## config.mk

```make
export PLATFORM = sky130hd
export DESIGN_NAME = carregador_programa
export DESIGN_NICKNAME = d
export VERILOG_FILES = /design/src/rtl/carregador_pkg.sv /design/src/rtl/carregador_programa_montador.sv /design/src/rtl/carregador_programa.sv
export SDC_FILE = /design/constraint.sdc
export NUM_CORES = 1
export LEC_CHECK = 0
export ABC_CLOCK_PERIOD_IN_PS = 5350
export CORE_ASPECT_RATIO = 1.4
export CORE_MARGIN = 2
export CORE_UTILIZATION = 30
export CTS_CLUSTER_DIAMETER = 200
export CTS_CLUSTER_SIZE = 20
export DETAILED_ROUTE_END_ITERATION = 10
export PLACE_DENSITY = 0.51
export SYNTH_ARGS = -nofsm -noshare
export SYNTH_HDL_FRONTEND = slang
export SYNTH_SLANG_ARGS = --single-unit
export TNS_END_PERCENT = 50
```

## constraint.sdc

```tcl
create_clock -name clock -period 5.35 [get_ports clock]
set_input_delay 1.07 -clock clock [delete_from_list [all_inputs] [get_ports clock]]
set_output_delay 1.07 -clock clock [all_outputs]
set_load 0.02 [all_outputs]
```

## src/rtl/carregador_pkg.sv

```systemverilog
// Shared definitions for the instruction-memory program loader.
package carregador_pkg;

    typedef enum logic [2:0] {
        IDLE,
        CONTAGEM,
        DADOS,
        CHECKSUM,
        FIM,
        ERRO
    } estado_t;

    localparam int unsigned BYTES_POR_PALAVRA = 4;
    localparam int unsigned TIMEOUT_PADRAO    = 65535;

endpackage

```

## src/rtl/carregador_programa_montador.sv

```systemverilog
// Packs accepted bytes big-endian into 32-bit words; the finished word is held until the next one completes.
module montador_palavra
    import carregador_pkg::*;
(
    input  logic        clock,
    input  logic        reset,
    input  logic        limpar,
    input  logic        carregar,
    input  logic [7:0]  byte_in,
    output logic        completa,
    output logic        palavra_pronta,
    output logic [31:0] palavra
);

    localparam int unsigned CW = $clog2(BYTES_POR_PALAVRA);

    logic [CW-1:0] contador;
    logic [31:0]   deslocamento;

    assign completa = carregar && (contador == CW'(BYTES_POR_PALAVRA - 1));

    always_ff @(posedge clock or posedge reset) begin
        if (reset) begin
            contador       <= '0;
            deslocamento   <= '0;
            palavra_pronta <= 1'b0;
            palavra        <= '0;
        end else if (limpar) begin
            contador       <= '0;
            deslocamento   <= '0;
            palavra_pronta <= 1'b0;
        end else begin
            palavra_pronta <= completa;
            if (carregar) begin
                contador     <= contador + 1'b1;
                deslocamento <= {deslocamento[23:0], byte_in};
            end
            // Output word is a separate register so it stays stable after the strobe.
            if (completa)
                palavra <= {deslocamento[23:0], byte_in};
        end
    end

endmodule

```

## src/rtl/carregador_programa.sv

```systemverilog
// Program loader: receives a counted, XOR-checksummed byte frame and writes it into instruction memory.
module carregador_programa
    import carregador_pkg::*;
#(
    parameter int unsigned ADDR_W  = 8,
    parameter int unsigned TIMEOUT = TIMEOUT_PADRAO
) (
    input  logic              clock,
    input  logic              reset,
    input  logic              start,
    input  logic [7:0]        byte_in,
    input  logic              byte_valid,
    output logic              byte_ready,
    output logic              mem_we,
    output logic [ADDR_W-1:0] mem_addr,
    output logic [31:0]       mem_data,
    output logic              cpu_hold,
    output logic              done,
    output logic              erro
);

    localparam int unsigned TW = $clog2(TIMEOUT + 1);

    estado_t           estado;
    estado_t           proximo;
    logic [ADDR_W-1:0] indice;
    logic [ADDR_W-1:0] ultimo_indice;
    logic [7:0]        soma;
    logic [7:0]        n_menos_1;
    logic [TW-1:0]     timer;
    logic              aceito;
    logic              entrar;
    logic              expirou;
    logic              completa;
    logic              ultima_palavra;

    assign aceito         = byte_valid && byte_ready;
    assign entrar         = start && (estado inside {IDLE, FIM, ERRO});
    assign expirou        = !aceito && (timer == TW'(TIMEOUT - 1));
    assign ultima_palavra = completa && (indice == ultimo_indice);
    assign n_menos_1      = byte_in - 8'd1;

    montador_palavra u_montador (
        .clock          (clock),
        .reset          (reset),
        .limpar         (entrar),
        .carregar       (aceito && (estado == DADOS)),
        .byte_in        (byte_in),
        .completa       (completa),
        .palavra_pronta (mem_we),
        .palavra        (mem_data)
    );

    always_comb begin
        proximo = estado;
        case (estado)
            IDLE, FIM, ERRO:
                if (start) proximo = CONTAGEM;
            CONTAGEM:
                if (aceito)       proximo = DADOS;
                else if (expirou) proximo = ERRO;
            DADOS:
                if (ultima_palavra) proximo = CHECKSUM;
                else if (expirou)   proximo = ERRO;
            CHECKSUM:
                if (aceito)       proximo = (byte_in == soma) ? FIM : ERRO;
                else if (expirou) proximo = ERRO;
            default:
                proximo = IDLE;
        endcase
    end

    always_ff @(posedge clock or posedge reset) begin
        if (reset) begin
            estado     <= IDLE;
            byte_ready <= 1'b0;
            cpu_hold   <= 1'b0;
            done       <= 1'b0;
            erro       <= 1'b0;
        end else begin
            estado     <= proximo;
            byte_ready <= proximo inside {CONTAGEM, DADOS, CHECKSUM};
            cpu_hold   <= proximo inside {CONTAGEM, DADOS, CHECKSUM, ERRO};
            done       <= (proximo == FIM);
            erro       <= (proximo == ERRO);
        end
    end

    always_ff @(posedge clock or posedge reset) begin
        if (reset) begin
            indice        <= '0;
            ultimo_indice <= '0;
            soma          <= '0;
            timer         <= '0;
            mem_addr      <= '0;
        end else begin
            if (entrar) begin
                indice <= '0;
                soma   <= '0;
                timer  <= '0;
            end else begin
                if (mem_we)
                    indice <= indice + 1'b1;
                if (aceito && (estado != CHECKSUM))
                    soma <= soma ^ byte_in;
                // A count of zero selects the full memory, so the last index is all ones.
                if (aceito && (estado == CONTAGEM))
                    ultimo_indice <= (byte_in == 8'd0) ? '1 : ADDR_W'(n_menos_1);
                if (byte_ready && !aceito)
                    timer <= timer + 1'b1;
                else
                    timer <= '0;
            end
            if (completa)
                mem_addr <= indice;
        end
    end

endmodule

```

### Word level (Yosys, flattened, before mapping)

Index checks and enable logic that the tools add are counted.
W data, S select, Z words.

| word-level totals | value |
|---|---|
| bits in read-only memories | 0 |
| latch bits | 0 |
| output and inout bits | 45 |
| register bits | 114 |
| input bits | 12 |
| word-level logic and storage cells | 75 |
| memories kept | 0 |
| memory bits (writable) | 0 |

| operators by class | value |
|---|---|
| add/subtract/negate cells | 4 |
| reductions and logical operators | 21 |
| div/mod/pow operators | 0 |
| multipliers | 0 |
| muxes and demuxes | 19 |
| bitwise logic cells | 2 |
| equality and inequality tests | 15 |
| shift operators | 0 |
| order comparisons | 0 |

Operators with widths:

| cell | count |
|---|---|
| $mux W24 | 2 |
| $mux W8 | 5 |
| $mux W16 | 2 |
| $add A16 B1 Y16 const B | 1 |
| $eq A16 B16 Y1 const B | 1 |
| $eq A8 B8 Y1 | 2 |
| $mux W3 | 5 |
| $eq A3 B2 Y1 const B | 4 |
| $eq A3 B3 Y1 const B | 4 |
| $pmux W3 S4 | 1 |
| $logic_and A1 B1 Y1 | 9 |
| $add A8 B1 Y8 const B | 1 |
| $logic_not A8 Y1 | 1 |
| $sub A8 B1 Y8 const B | 1 |
| $xor A8 B8 Y8 | 1 |
| $eq A3 B1 Y1 const B | 2 |
| $reduce_bool A2 Y1 | 3 |
| $reduce_bool A3 Y1 | 2 |
| $mux W2 | 2 |
| $reduce_and A2 Y1 | 2 |
| $reduce_bool A4 Y1 | 1 |
| $logic_not A3 Y1 | 1 |
| $ne A3 B2 Y1 const B | 1 |
| $reduce_or A3 Y1 | 1 |
| other kinds (5) | 6 |

### Logic depth before layout (Yosys ltp)

Gate-level depths: netlist of the first run.

| logic depth | value |
|---|---|
| depth in word-level cells | 8 |
| gate-level depth with buffers | 7 |
| gate-level depth less buffers | 7 |

### Hierarchy

From an unflattened synthesis of the first run, not the netlist that was laid out.

| second synthesis, totals | value |
|---|---|
| cells, all modules | 437 |
| area total of the unflattened synthesis | 5358.9 sq um |

By module, submodules not included:

| module | seq. area each (sq um) | area each (sq um) | times used | cells an instance |
|---|---|---|---|---|
| carregador_programa | 1376.3 | 2941.6 | 1 | 280 |
| montador_palavra | 1476.4 | 2417.3 | 1 | 157 |

### Worst setup path before layout of the first run

Ideal clock, no wire load.

| path | value |
|---|---|
| path type | input to register |
| start point | input byte_in[4] |
| end point | register byte_ready |
| slack | 3015 ps |
| arrival | 2218 ps |
| path buffers | 1 |
| cell stages on the path | 7 |
| setup time | 117 ps |
| required time | 5233 ps |
| cell sequence | buf_2 xor2_1 nor4_1 nand2_1 a31oi_2 nand3b_4 and2_4 |

| on the way | value |
|---|---|
| cells in the longest elaborated chain, start to end | 6 |
| elaborated cells on any way between the ends | 8 |
| those cells by class | eq/ne (4); mux (3); reduce/logical (1) |

Ends and longest elaborated chain:

| item | line | RTL |
|---|---|---|
| start, declared | carregador_programa.sv:11 | `input logic [7:0] byte_in,` |
| $eq A8 B8 Y1 * | carregador_programa.sv:66 | `if (aceito) proximo = (byte_in == soma) ? FIM : ERRO;` |
| $mux W1 * | carregador_programa.sv:66 |  |
| $mux W3 * | carregador_programa.sv:66 |  |
| $pmux W3 S4 * | carregador_programa.sv:56 | `case (estado)` |
| $eq A3 B1 Y1 or $eq A3 B2 Y1 (tied branches) | carregador_programa.sv:82 | `byte_ready <= proximo inside {CONTAGEM, DADOS, CHECKSUM};` |
| $reduce_bool A3 Y1 * | carregador_programa.sv:82 |  |
| end signal, assigned | carregador_programa.sv:82 |  |
| end, declared | carregador_programa.sv:13 | `output logic byte_ready,` |

Mark *: on every way between the ends. The rest lies on a longest branch, timed or not.
A chain may end at the register's enable or synchronous reset.

### Final worst setup path of the first run

| path | value |
|---|---|
| start point | input byte_valid |
| end point | register byte_ready |

| on the way | value |
|---|---|
| cells in the longest elaborated chain, start to end | 8 |
| elaborated cells on any way between the ends | 15 |
| those cells by class | eq/ne (3); mux (5); reduce/logical (7) |

Ends and longest elaborated chain:

| item | line | RTL |
|---|---|---|
| start, declared | carregador_programa.sv:12 | `input logic byte_valid,` |
| $logic_and A1 B1 Y1 * | carregador_programa.sv:37 | `assign aceito = byte_valid && byte_ready;` |
| $logic_not A1 Y1 or $logic_and A1 B1 Y1 (tied branches) | carregador_programa.sv:39, carregador_programa.sv:47 |  |
| $logic_and A1 B1 Y1, on equally long branches | carregador_programa.sv:39, carregador_programa_montador.sv:20 |  |
| $mux W3 or $logic_and A1 B1 Y1 (tied branches) | - |  |
| $mux W3, on equally long branches | carregador_programa.sv:66, carregador_programa.sv:60, carregador_programa.sv:63 |  |
| $pmux W3 S4 * | carregador_programa.sv:56 |  |
| $eq A3 B1 Y1 or $eq A3 B2 Y1 (tied branches) | carregador_programa.sv:82 |  |
| $reduce_bool A3 Y1 * | carregador_programa.sv:82 |  |

Marks and branches as above.

==> results of run 1 <==
==> critical path: stages <==
cell	delay [ns]
sky130_fd_sc_hd__clkdlybuf4s50_1	0.50
sky130_fd_sc_hd__nand2_1	0.15
sky130_fd_sc_hd__nor3_4	0.18
sky130_fd_sc_hd__buf_4	0.31
sky130_fd_sc_hd__nand2_4	0.45
sky130_fd_sc_hd__o32a_2	0.40
sky130_fd_sc_hd__nand3b_4	0.10
sky130_fd_sc_hd__and2_4	0.13
==> kinds of logic after synthesis <==
| family | share of synthesized area (%) |
|---|---|
| compound gates | 4.493 |
| xor+xnor | 8.159 |
| fa+ha+maj | 1.457 |
| buf+inv | 2.987 |
| flops | 55.37 |
| mux | 11.10 |
| simple gates | 16.44 |
==> report_power, final <==
group,leakage (nW),switching [mW],internal (mW)
logic,1.23,0.290,0.216
clock network,0.302,0.396,0.789
registers,1.54,0.123,1.00
total,3.08,0.809,2.01
==> per-layer routing <==
| metal | share of wire, % | vias to the layer above | global-route usage, % |
|---|---|---|---|
| li1 | - | 1630 | - |
| met1 | 43 | 1655 | 14.16 |
| met2 | 53 | 41 | 21.19 |
| met3 | 3.5 | 10 | 3.388 |
| met4 | 1.3 | 0 | 5.312 |
| met5 | 0 | - | 0 |
==> path summary, 6_finish.rpt <==
| kind | to | slack, ns | from | cells after the start |
|---|---|---|---|---|
| setup / recovery | byte_ready | 2.36 | byte_valid | 8 |
| hold / removal | u_montador.palavra[1] | 0.48 | u_montador.palavra[1] | 2 |
| setup reg to reg | byte_ready | 3.04 | estado[2] | 7 |
| hold reg to reg | u_montador.palavra[1] | 0.48 | u_montador.palavra[1] | 2 |
| max in group asynchronous | u_montador.palavra[30] | 3.23 | reset | 3 |
| min in group asynchronous | u_montador.palavra[4] | 1.17 | reset | 2 |
==> layout make-up <==
cell class | count | area share [%]
Clock inverter | 13 | 2.849
Sequential cell | 114 | 43.89
Timing Repair Buffer | 61 | 9.201
Tap cell | 203 | 3.908
Inverter | 6 | 0.3850
Multi-Input combinational cell | 311 | 33.01
Clock buffer | 18 | 6.756
==> flip-flops by register name, indices dropped and copies added, names as in the netlist, 2 cells and up <==
name	flops
estado	3
indice	8
mem_addr	8
soma	8
timer	16
u_montador.contador	2
u_montador.deslocamento	24
u_montador.palavra	32
ultimo_indice	8
==> layout by cell type, fill, tap and decap left out, drive strengths merged, types with 2 or more instances in the layout <==
cell type,count
dfrtp,114
nand2,74
clkdlybuf4s50,56
nor2,45
mux2,39
xor2,38
a21oi,25
nand3,19
clkbuf,18
xnor2,10
o21ai,8
nor3,8
and3,8
inv,7
ha,6
clkinv,6
buf,5
nor4,4
bufinv,4
or3,3
nand4,3
nand3b,3
nand2b,2
mux2i,2
clkinvlp,2
and2,2
==> qor.txt, run 1 <==
setup bufs post-CTS: 0
post-synthesis sequential element count: 114
post-route cell area: 6500 um2
result of the run: finished clean
maximum count of clock buffers along a single path: 2
setup repair after global routing missed its margin: false
final antenna diode count: 0
post-placement setup slack: 1.926 ns
P per Cell Area: 433.6 nW/um2
core area: 16820 um2
classification of the worst-slack hold path: reg -> reg
largest net degree at the start of global routing: 65
clock insertion delay at the later pin of the skew report: 0.41 ns
count of pins over their slew limit: 0
Worst Setup Path Type: in -> reg
clock transition at the registers of the reported paths: 0.06 ns
area share of the leading cell type in the synthesized netlist: 55.37%
number of cells produced by synthesis: 455
number of buffers inserted by hold repair at cts: 0
number of nets in the final layout: 529
leading area contributor after synthesis: sky130_fd_sc_hd__dfrtp_1
DR vias: 3336
routability-driven placement congestion ratio: 0.7401
Post-Syn Area: 5152 um2
total negative slack: 0 ns
number of detailed-routing iterations run before antenna repair: 4
Crit. End Element: flop
data arrival time of the critical path: 3.34 ns
Worst Setup Slack, final: 2.355 ns
worst clock skew on the final layout: 0.006591 ns
wire length of the first global-routing pass: 17.73 mm
Synth top cells by count: 114 x sky130_fd_sc_hd__dfrtp_1, 73 x sky130_fd_sc_hd__nand2_1, 45 x sky130_fd_sc_hd__nor2_1
final-layout fill cell count: 1616
overall die area: 18250 um2
total nets after synthesis: 473
syn_area_per_cell: 11.32 um2
post-route insts no fill: 726
initial antenna violation count: 0
Total GRT Usage: 12.31%
violation count after the first detailed-route iteration: 100
Sequential cell area: 2853 um2
die span in y: 159.1 um
worst rel slew slack: 40.84%
final-report setup violation count: 0
vias in the first global route: 3554
share of the clock period used by the worst path: 55.98%
number of warnings issued by yosys: 0
worst slew pin tran: 0.8874 ns
final antenna-violating net count: 0
sequential area share after synthesis: 55.37%
top cells by area in the synthesized netlist: sky130_fd_sc_hd__dfrtp_1 55%, sky130_fd_sc_hd__mux2_4 8.7%, sky130_fd_sc_hd__xor2_1 6.5%
most instantiated library cell after synthesis: sky130_fd_sc_hd__dfrtp_1
routed wirelength normalized by instance count: 14.44 um
post-route core utilization: 38.65%
Post-Place Cells: 695
ys flop type: sky130_fd_sc_hd__dfrtp_1
cells resized by post-CTS repair: 0
Clock Sink Count: 114
EDFF count, synth: 0
time the final worst path needs with I/O delays and setup: 2.995 ns
horizontal extent of the die: 114.8 um
clock tree from TritonCTS: done
dpl hpwl: 7.087 mm
effective utilization at floorplan: 30.64%
count of different cell masters after synthesis: 45
tightest hold margin: 0.4802 ns
number of H-tree levels: 4
CTS Root Cell: sky130_fd_sc_hd__clkbuf_16
FFs w/ async S/R, synth: 100.0%
total global routing overflow: 0
vias per std cell: 4.595
element type at the critical path start: input port
Syn-to-layout area delta: 26.15%
Core Rows: 56
fmax: 333.9 MHz
overall routed net length: 10.49 mm
Hold Fails Final Rpt: 0
number of violations of the max-capacitance limit: 0
area occupied by multi-input gates: 2146 um2
area of placed instances: 5876 um2
post-layout power: 2.819 mW
number of buffers inserted during clock tree synthesis: 17
critical path required time: 5.70 ns
Max Fanout on Critical Path: 44
IO Count: 57
port buffer count: 56
leakage power: 3.076 nW
Residual DRC: 0
fraction of final layout cells sized beyond drive strength 1: 17.21%
worst vdd rail ir drop: 0.1950 mV
(Power assumes the default switching activity.)
==> run 2: changes to the inputs <==
--- a/config.mk
+++ b/config.mk
@@ -5,7 +5,7 @@
 export SDC_FILE = /design/constraint.sdc
 export NUM_CORES = 1
 export LEC_CHECK = 0
-export ABC_CLOCK_PERIOD_IN_PS = 5350
+export ABC_CLOCK_PERIOD_IN_PS = 2970
 export CORE_ASPECT_RATIO = 1.4
 export CORE_MARGIN = 2
 export CORE_UTILIZATION = 30
==> constraint.sdc (replaced) <==
create_clock -name clock -period 2.97 [get_ports clock]
set_input_delay 0.594 -clock clock [delete_from_list [all_inputs] [get_ports clock]]
set_output_delay 0.594 -clock clock [all_outputs]
set_load 0.02 [all_outputs]
==> qor.txt, run 2 (same netlist as run 1, synthesis figures left out) <==
count of cells along the worst register-to-register path: 4 (was 7)
Hold Fails Final Rpt: 0 (unchanged)
routed wirelength normalized by instance count: 15.00 um (was 14.44 um)
Syn-to-layout area delta: 28.17% (was 26.15%)
share of the clock period used by the worst path: 72.04%
Clock Sink Count: 114 (unchanged)
time the final worst path needs with I/O delays and setup: 2.140 ns
Max Fanout on Critical Path: 7 (was 44)
worst slew pin tran: 0.9497 ns (was 0.8874 ns)
worst clock skew on the final layout: 0.007666 ns (was 0.006591 ns)
vias per std cell: 4.645 (was 4.595)
classification of the worst-slack hold path: reg -> reg (unchanged)
final antenna-violating net count: 0 (unchanged)
worst vdd rail ir drop: 0.3939 mV (was 0.1950 mV)
maximum count of clock buffers along a single path: 2 (unchanged)
dominant delay contributor by cell family on the critical path: buffers and inverters (was simple AND/OR/NAND/NOR gates)
total global routing overflow: 0 (unchanged)
violation count after the first detailed-route iteration: 170 (was 100)
Total GRT Usage: 13.02% (was 12.31%)
Worst Setup Slack, final: 0.8303 ns (was 2.355 ns)
CTS Root Cell: sky130_fd_sc_hd__clkbuf_16 (unchanged)
Residual DRC: 0 (unchanged)
internal power: 3.668 mW (was 2.010 mW)
Most flops, register: u_montador.palavra (unchanged)
element type at the critical path start: flop (was input port)
overall routed net length: 11.04 mm (was 10.49 mm)
overall die area: 18250 um2 (unchanged)
initial antenna violation count: 0 (unchanged)
Largest register FFs: 32 (unchanged)
final antenna diode count: 0 (unchanged)
setup repair after global routing missed its margin: false (unchanged)
post-placement setup slack: 0.3966 ns (was 1.926 ns)
data arrival time of the critical path: 1.55 ns (was 3.34 ns)
fraction of final layout cells sized beyond drive strength 1: 18.01% (was 17.21%)
core area: 16820 um2 (unchanged)
result of the run: finished clean (unchanged)
launch point of the critical path: u_montador.palavra_pronta (was byte_valid)
number of violations of the max-capacitance limit: 0 (unchanged)
cell with the largest stage delay on the worst path: sky130_fd_sc_hd__clkdlybuf4s50_1 (unchanged)
Critical Path Max Stage Delay: 0.66 ns (was 0.50 ns)
leading registers by flop count: u_montador.palavra: 32 flops, u_montador.deslocamento: 24 flops, timer: 16 flops (unchanged)
Core Rows: 56 (unchanged)
number of buffers inserted during clock tree synthesis: 17 (unchanged)
number of nets in the final layout: 538 (was 529)
Crit. End Element: primary output (was flop)
DR vias: 3419 (was 3336)
wire length of the first global-routing pass: 18.53 mm (was 17.73 mm)
Comb pwr share: 18.4% (was 17.9%)
critical path depth: 1 (was 8)
dpl hpwl: 7.546 mm (was 7.087 mm)
setup bufs post-CTS: 0 (unchanged)
cells resized by post-CTS repair: 0 (unchanged)
Critical Path, Cell by Cell: clkdlybuf4s50_1 (was clkdlybuf4s50_1 -> nand2_1 -> nor3_4 -> buf_4 -> nand2_4 -> o32a_2 -> nand3b_4 -> and2_4)
reg-to-reg startpoint: estado[2] (unchanged)
vias in the first global route: 3596 (was 3554)
final-layout fill cell count: 1637 (was 1616)
largest net degree at the start of global routing: 50 (was 65)
IO Count: 57 (unchanged)
number of H-tree levels: 4 (unchanged)
P per Cell Area: 777.1 nW/um2 (was 433.6 nW/um2)
switching portion of total power: 28.53% (was 28.70%)
routability-driven placement congestion ratio: 0.8065 (was 0.7401)
clock transition at the registers of the reported paths: 0.05 ns (was 0.06 ns)
capture point of the worst path: mem_we (was byte_ready)
fmax: 467.4 MHz
effective utilization at floorplan: 30.64% (unchanged)
power share of the clock group: 41.8% (was 42.0%)
leakage power: 3.125 nW (was 3.076 nW)
R2R Setup Slk: 1.09 ns (was 3.04 ns)
top library cells by usage in the layout, fill and taps aside: 114 x sky130_fd_sc_hd__dfrtp_1, 73 x sky130_fd_sc_hd__nand2_1, 56 x sky130_fd_sc_hd__clkdlybuf4s50_1, 45 x sky130_fd_sc_hd__nor2_1, 38 x sky130_fd_sc_hd__xor2_1 (unchanged)
horizontal extent of the die: 114.8 um (unchanged)
critical path required time: 2.38 ns (was 5.70 ns)
worst rel slew slack: 36.69% (was 40.84%)
net switching component of the power: 1.464 mW (was 0.8090 mW)
Bufs and invs on worst path: 1 (was 2)
sequential group share of total power: 39.8% (was 40.0%)
Worst Setup Path Type: reg -> out (was in -> reg)
clock tree from TritonCTS: done (unchanged)
clock insertion delay at the later pin of the skew report: 0.41 ns (about the same)
number of detailed-routing iterations run before antenna repair: 4 (unchanged)
port buffer count: 56 (unchanged)
final-report setup violation count: 0 (unchanged)
most frequent standard cell in the layout excluding fill and tap cells: sky130_fd_sc_hd__dfrtp_1 (unchanged)
end of the worst register-to-register path: u_montador.deslocamento[0] (was byte_ready)
die span in y: 159.1 um (unchanged)
number of buffers inserted by hold repair at cts: 0 (unchanged)
count of pins over their slew limit: 0 (unchanged)
total negative slack: 0 ns (unchanged)
[run 2: layout make-up]
cell class	instances	area [um2]	area share, %
tap	203	254.0	3.846
clock buffer	23	467.9	7.086
multi-input combinational	311	2146	32.49
clock inverter	9	153.9	2.330
timing repair buffer	70	703.2	10.65
sequential	114	2853	43.20
inverter	6	26.28	0.3979
[run 2: worst min-delay path by stage]
stage,start,to,slack [ns],depth (start not counted)
finish,mem_addr[4],mem_addr[4],0.49,1
global route,u_montador.deslocamento[16],u_montador.palavra[24],0.52,1
CTS,mem_addr[4],mem_addr[4],0.50,1
detailed placement,mem_addr[4],mem_addr[4],0.48,1
global placement,mem_addr[0],mem_addr[0],0.48,1
floorplan,u_montador.deslocamento[0],u_montador.deslocamento[8],0.46,2
[run 2: stage by stage]
stage          instances  power, mW  utilization [%]  hold WS [ns]  cell area [um2]
4_1_cts              736      5.196            39.27        0.5015             6604
2_1_floorplan        455      2.707                -        0.4606             5156
3_5_place_dp         704      3.024            35.57        0.4844             5982
5_1_grt              736      5.419            39.27        0.5154             6604
3_3_place_gp         704      3.000            35.57        0.4830             5982
6_report             736      5.132            39.27        0.4939             6604
[run 2: per-layer routing]
metal | routed length [um] | global-route usage [%]
met1 | 4653 | 15.07
met4 | 221 | 5.915
met5 | 0 | 0
met3 | 288 | 3.426
met2 | 5874 | 22.30
[run 2: worst reg2reg max path, cell delays in order (launching register included)]
cell and delay, ns:
sky130_fd_sc_hd__dfrtp_1 0.40, sky130_fd_sc_hd__nand2b_1 0.24, sky130_fd_sc_hd__or3_1 0.75, sky130_fd_sc_hd__nand3_1 0.24
sky130_fd_sc_hd__o21ai_0 0.10
[run 2: power groups by stage]
stage | Combinational, mW | Clock [mW] | Sequential (mW)
floorplan | 0.684 | 0 | 2.02
global placement | 0.941 | 0 | 2.06
detailed placement | 0.959 | 0 | 2.07
CTS | 0.965 | 2.19 | 2.04
global route | 1.06 | 2.28 | 2.08
finish | 0.945 | 2.15 | 2.04
==> run 3: changes to the inputs <==
--- a/config.mk
+++ b/config.mk
@@ -5,7 +5,7 @@
 export SDC_FILE = /design/constraint.sdc
 export NUM_CORES = 1
 export LEC_CHECK = 0
-export ABC_CLOCK_PERIOD_IN_PS = 2970
+export ABC_CLOCK_PERIOD_IN_PS = 2000
 export CORE_ASPECT_RATIO = 1.4
 export CORE_MARGIN = 2
 export CORE_UTILIZATION = 30
==> constraint.sdc (replaced) <==
create_clock -name clock -period 2 [get_ports clock]
set_input_delay 0.4 -clock clock [delete_from_list [all_inputs] [get_ports clock]]
set_output_delay 0.4 -clock clock [all_outputs]
set_load 0.02 [all_outputs]
==> qor.txt, run 3 (same netlist as run 1, synthesis figures left out) <==
result of the run: finished clean (unchanged)
final antenna diode count: 0 (unchanged)
Clock Sink Count: 114 (unchanged)
number of buffers inserted by hold repair at cts: 0 (unchanged)
Max Fanout on Critical Path: 3 (was 7)
reg-to-reg startpoint: soma[4] (was estado[2])
overall die area: 18250 um2 (unchanged)
Largest register FFs: 32 (unchanged)
fraction of final layout cells sized beyond drive strength 1: 20.87% (was 18.01%)
leading registers by flop count: u_montador.palavra: 32 flops, u_montador.deslocamento: 24 flops, timer: 16 flops (unchanged)
routability-driven placement congestion ratio: 0.7266 (was 0.8065)
setup repair after global routing missed its margin: false (unchanged)
largest net degree at the start of global routing: 68 (was 50)
worst rel slew slack: 73.64% (was 36.69%)
most frequent standard cell in the layout excluding fill and tap cells: sky130_fd_sc_hd__dfrtp_1 (unchanged)
vias per std cell: 4.610 (was 4.645)
Post-Place Cells: 722 (was 704)
number of violations of the max-capacitance limit: 0 (unchanged)
tightest hold margin: 0.3036 ns (was 0.4939 ns)
maximum count of clock buffers along a single path: 2 (unchanged)
clock insertion delay at the later pin of the skew report: 0.40 ns (was 0.41 ns)
dpl hpwl: 7.706 mm (was 7.546 mm)
P per Cell Area: 1096 nW/um2 (was 777.1 nW/um2)
data arrival time of the critical path: 2.18 ns (was 1.55 ns)
final-report setup violation count: 0 (unchanged)
Crit. End Element: flop (was primary output)
routed wirelength normalized by instance count: 14.63 um (was 15.00 um)
core area: 16820 um2 (unchanged)
overall routed net length: 11.03 mm (was 11.04 mm)
die span in y: 159.1 um (unchanged)
classification of the worst-slack hold path: in -> async (was reg -> reg)
initial antenna violation count: 0 (unchanged)
effective utilization at floorplan: 30.64% (unchanged)
Worst Setup Path Type: in -> reg (was reg -> out)
IO Count: 57 (unchanged)
fmax: 531.4 MHz
worst vdd rail ir drop: 0.5416 mV (was 0.3939 mV)
setup bufs post-CTS: 0 (unchanged)
clock transition at the registers of the reported paths: 0.05 ns (about the same)
CTS Root Cell: sky130_fd_sc_hd__clkbuf_16 (unchanged)
total negative slack: 0 ns (unchanged)
horizontal extent of the die: 114.8 um (unchanged)
port buffer count: 56 (unchanged)
element type at the critical path start: input port (was flop)
Total GRT Usage: 13.37% (was 13.02%)
worst slew pin tran: 0.3918 ns (was 0.9497 ns)
Residual DRC: 0 (unchanged)
clock tree from TritonCTS: done (unchanged)
leakage power: 3.200 nW (was 3.125 nW)
wire length of the first global-routing pass: 19.29 mm (was 18.53 mm)
Syn-to-layout area delta: 29.67% (was 28.17%)
Most flops, register: u_montador.palavra (unchanged)
number of buffers inserted during clock tree synthesis: 17 (unchanged)
violation count after the first detailed-route iteration: 147 (was 170)
share of the clock period used by the worst path: 94.09%
Core Rows: 56 (unchanged)
vias in the first global route: 3777 (was 3596)
DR vias: 3476 (was 3419)
time the final worst path needs with I/O delays and setup: 1.882 ns
post-route core utilization: 39.73% (was 39.27%)
count of pins over their slew limit: 0 (unchanged)
total global routing overflow: 0 (unchanged)
final-layout fill cell count: 1626 (was 1637)
launch point of the critical path: byte_in[4] (was u_montador.palavra_pronta)
Hold Fails Final Rpt: 0 (unchanged)
number of detailed-routing iterations run before antenna repair: 4 (unchanged)
worst clock skew on the final layout: 0.006595 ns (was 0.007666 ns)
top library cells by usage in the layout, fill and taps aside: 114 x sky130_fd_sc_hd__dfrtp_1, 73 x sky130_fd_sc_hd__nand2_1, 55 x sky130_fd_sc_hd__clkdlybuf4s50_1, 45 x sky130_fd_sc_hd__nor2_1, 38 x sky130_fd_sc_hd__xor2_1 (was 114 x sky130_fd_sc_hd__dfrtp_1, 73 x sky130_fd_sc_hd__nand2_1, 56 x sky130_fd_sc_hd__clkdlybuf4s50_1, 45 x sky130_fd_sc_hd__nor2_1, 38 x sky130_fd_sc_hd__xor2_1)
post-layout power: 7.320 mW (was 5.132 mW)
final antenna-violating net count: 0 (unchanged)
critical path required time: 2.30 ns (was 2.38 ns)
number of H-tree levels: 4 (unchanged)
post-route insts no fill: 754 (was 736)
number of nets in the final layout: 556 (was 538)
==> run 3: cell types whose count changed in the layout (fill, tap and decap cells not counted) <==
cell,delta
sky130_fd_sc_hd__buf_4,+17
sky130_fd_sc_hd__bufinv_16,-3
sky130_fd_sc_hd__clkinv_2,+3
sky130_fd_sc_hd__clkinvlp_4,+2
sky130_fd_sc_hd__buf_12,+1
sky130_fd_sc_hd__clkbuf_1,-1
sky130_fd_sc_hd__clkdlybuf4s50_1,-1
sky130_fd_sc_hd__clkinv_4,-1
sky130_fd_sc_hd__dlymetal6s2s_1,+1
==> run 3: final timing paths <==
check	endpoint	slack [ns]	cells past startpoint
min in group clock	mem_addr[0]	0.49	1
worst max register to register	byte_ready	0.14	6
worst min register to register	mem_addr[0]	0.49	1
max in group asynchronous	timer[8]	1.08	3
worst min-delay path	u_montador.palavra[8]	0.30	2
worst max-delay path	byte_ready	0.12	7
==> run 3: routing by layer <==
metal	share of wire (%)	wire length, um	global-route usage [%]	vias to the layer above
li1	-	-	-	1689
met1	43	4705	15.72	1697
met2	52	5716	22.57	67
met3	2.9	317	3.312	23
met4	2.6	292	6.462	0
met5	0	0	0	-
==> run 3: timing repair <==
item                                    4_1_cts  5_1_grt
resized for setup                             0        1
hold endpoints to repair                      0        0
endpoints found under the setup margin        0        1
==> run 3: critical path: stages <==
cell	delay, ns
sky130_fd_sc_hd__clkdlybuf4s50_1	0.44
sky130_fd_sc_hd__xor2_1	0.15
sky130_fd_sc_hd__nor4_1	0.40
sky130_fd_sc_hd__nand2_1	0.20
sky130_fd_sc_hd__a31oi_2	0.31
sky130_fd_sc_hd__nand3b_4	0.11
sky130_fd_sc_hd__and2_4	0.16
==> run 3: area by class of cell <==
type                            count  area [um2]  area share (%)
Clock buffer                       22       464.2           6.948
Clock inverter                     10       85.08           1.273
Inverter                            6       26.28          0.3933
Multi-Input combinational cell    311        2146           32.12
Sequential cell                   114        2853           42.70
Tap cell                          203       254.0           3.802
Timing Repair Buffer               88       853.3           12.77
==> run 3: through the flow <==
stage,instance area [um2],setup WS (ns)
4_1_cts,6679,0.03466
2_1_floorplan,5156,0.2146
3_3_place_gp,6130,-0.3179
3_5_place_dp,6130,-0.3681
6_report,6681,0.1181
5_1_grt,6681,0.01851
==> run 3: report_power, final <==
group	internal, mW	total [mW]	switching, mW
Combinational	0.709	1.52	0.810
Sequential	2.69	3.02	0.331
Clock	1.76	2.78	1.02
Total	5.16	7.32	2.16
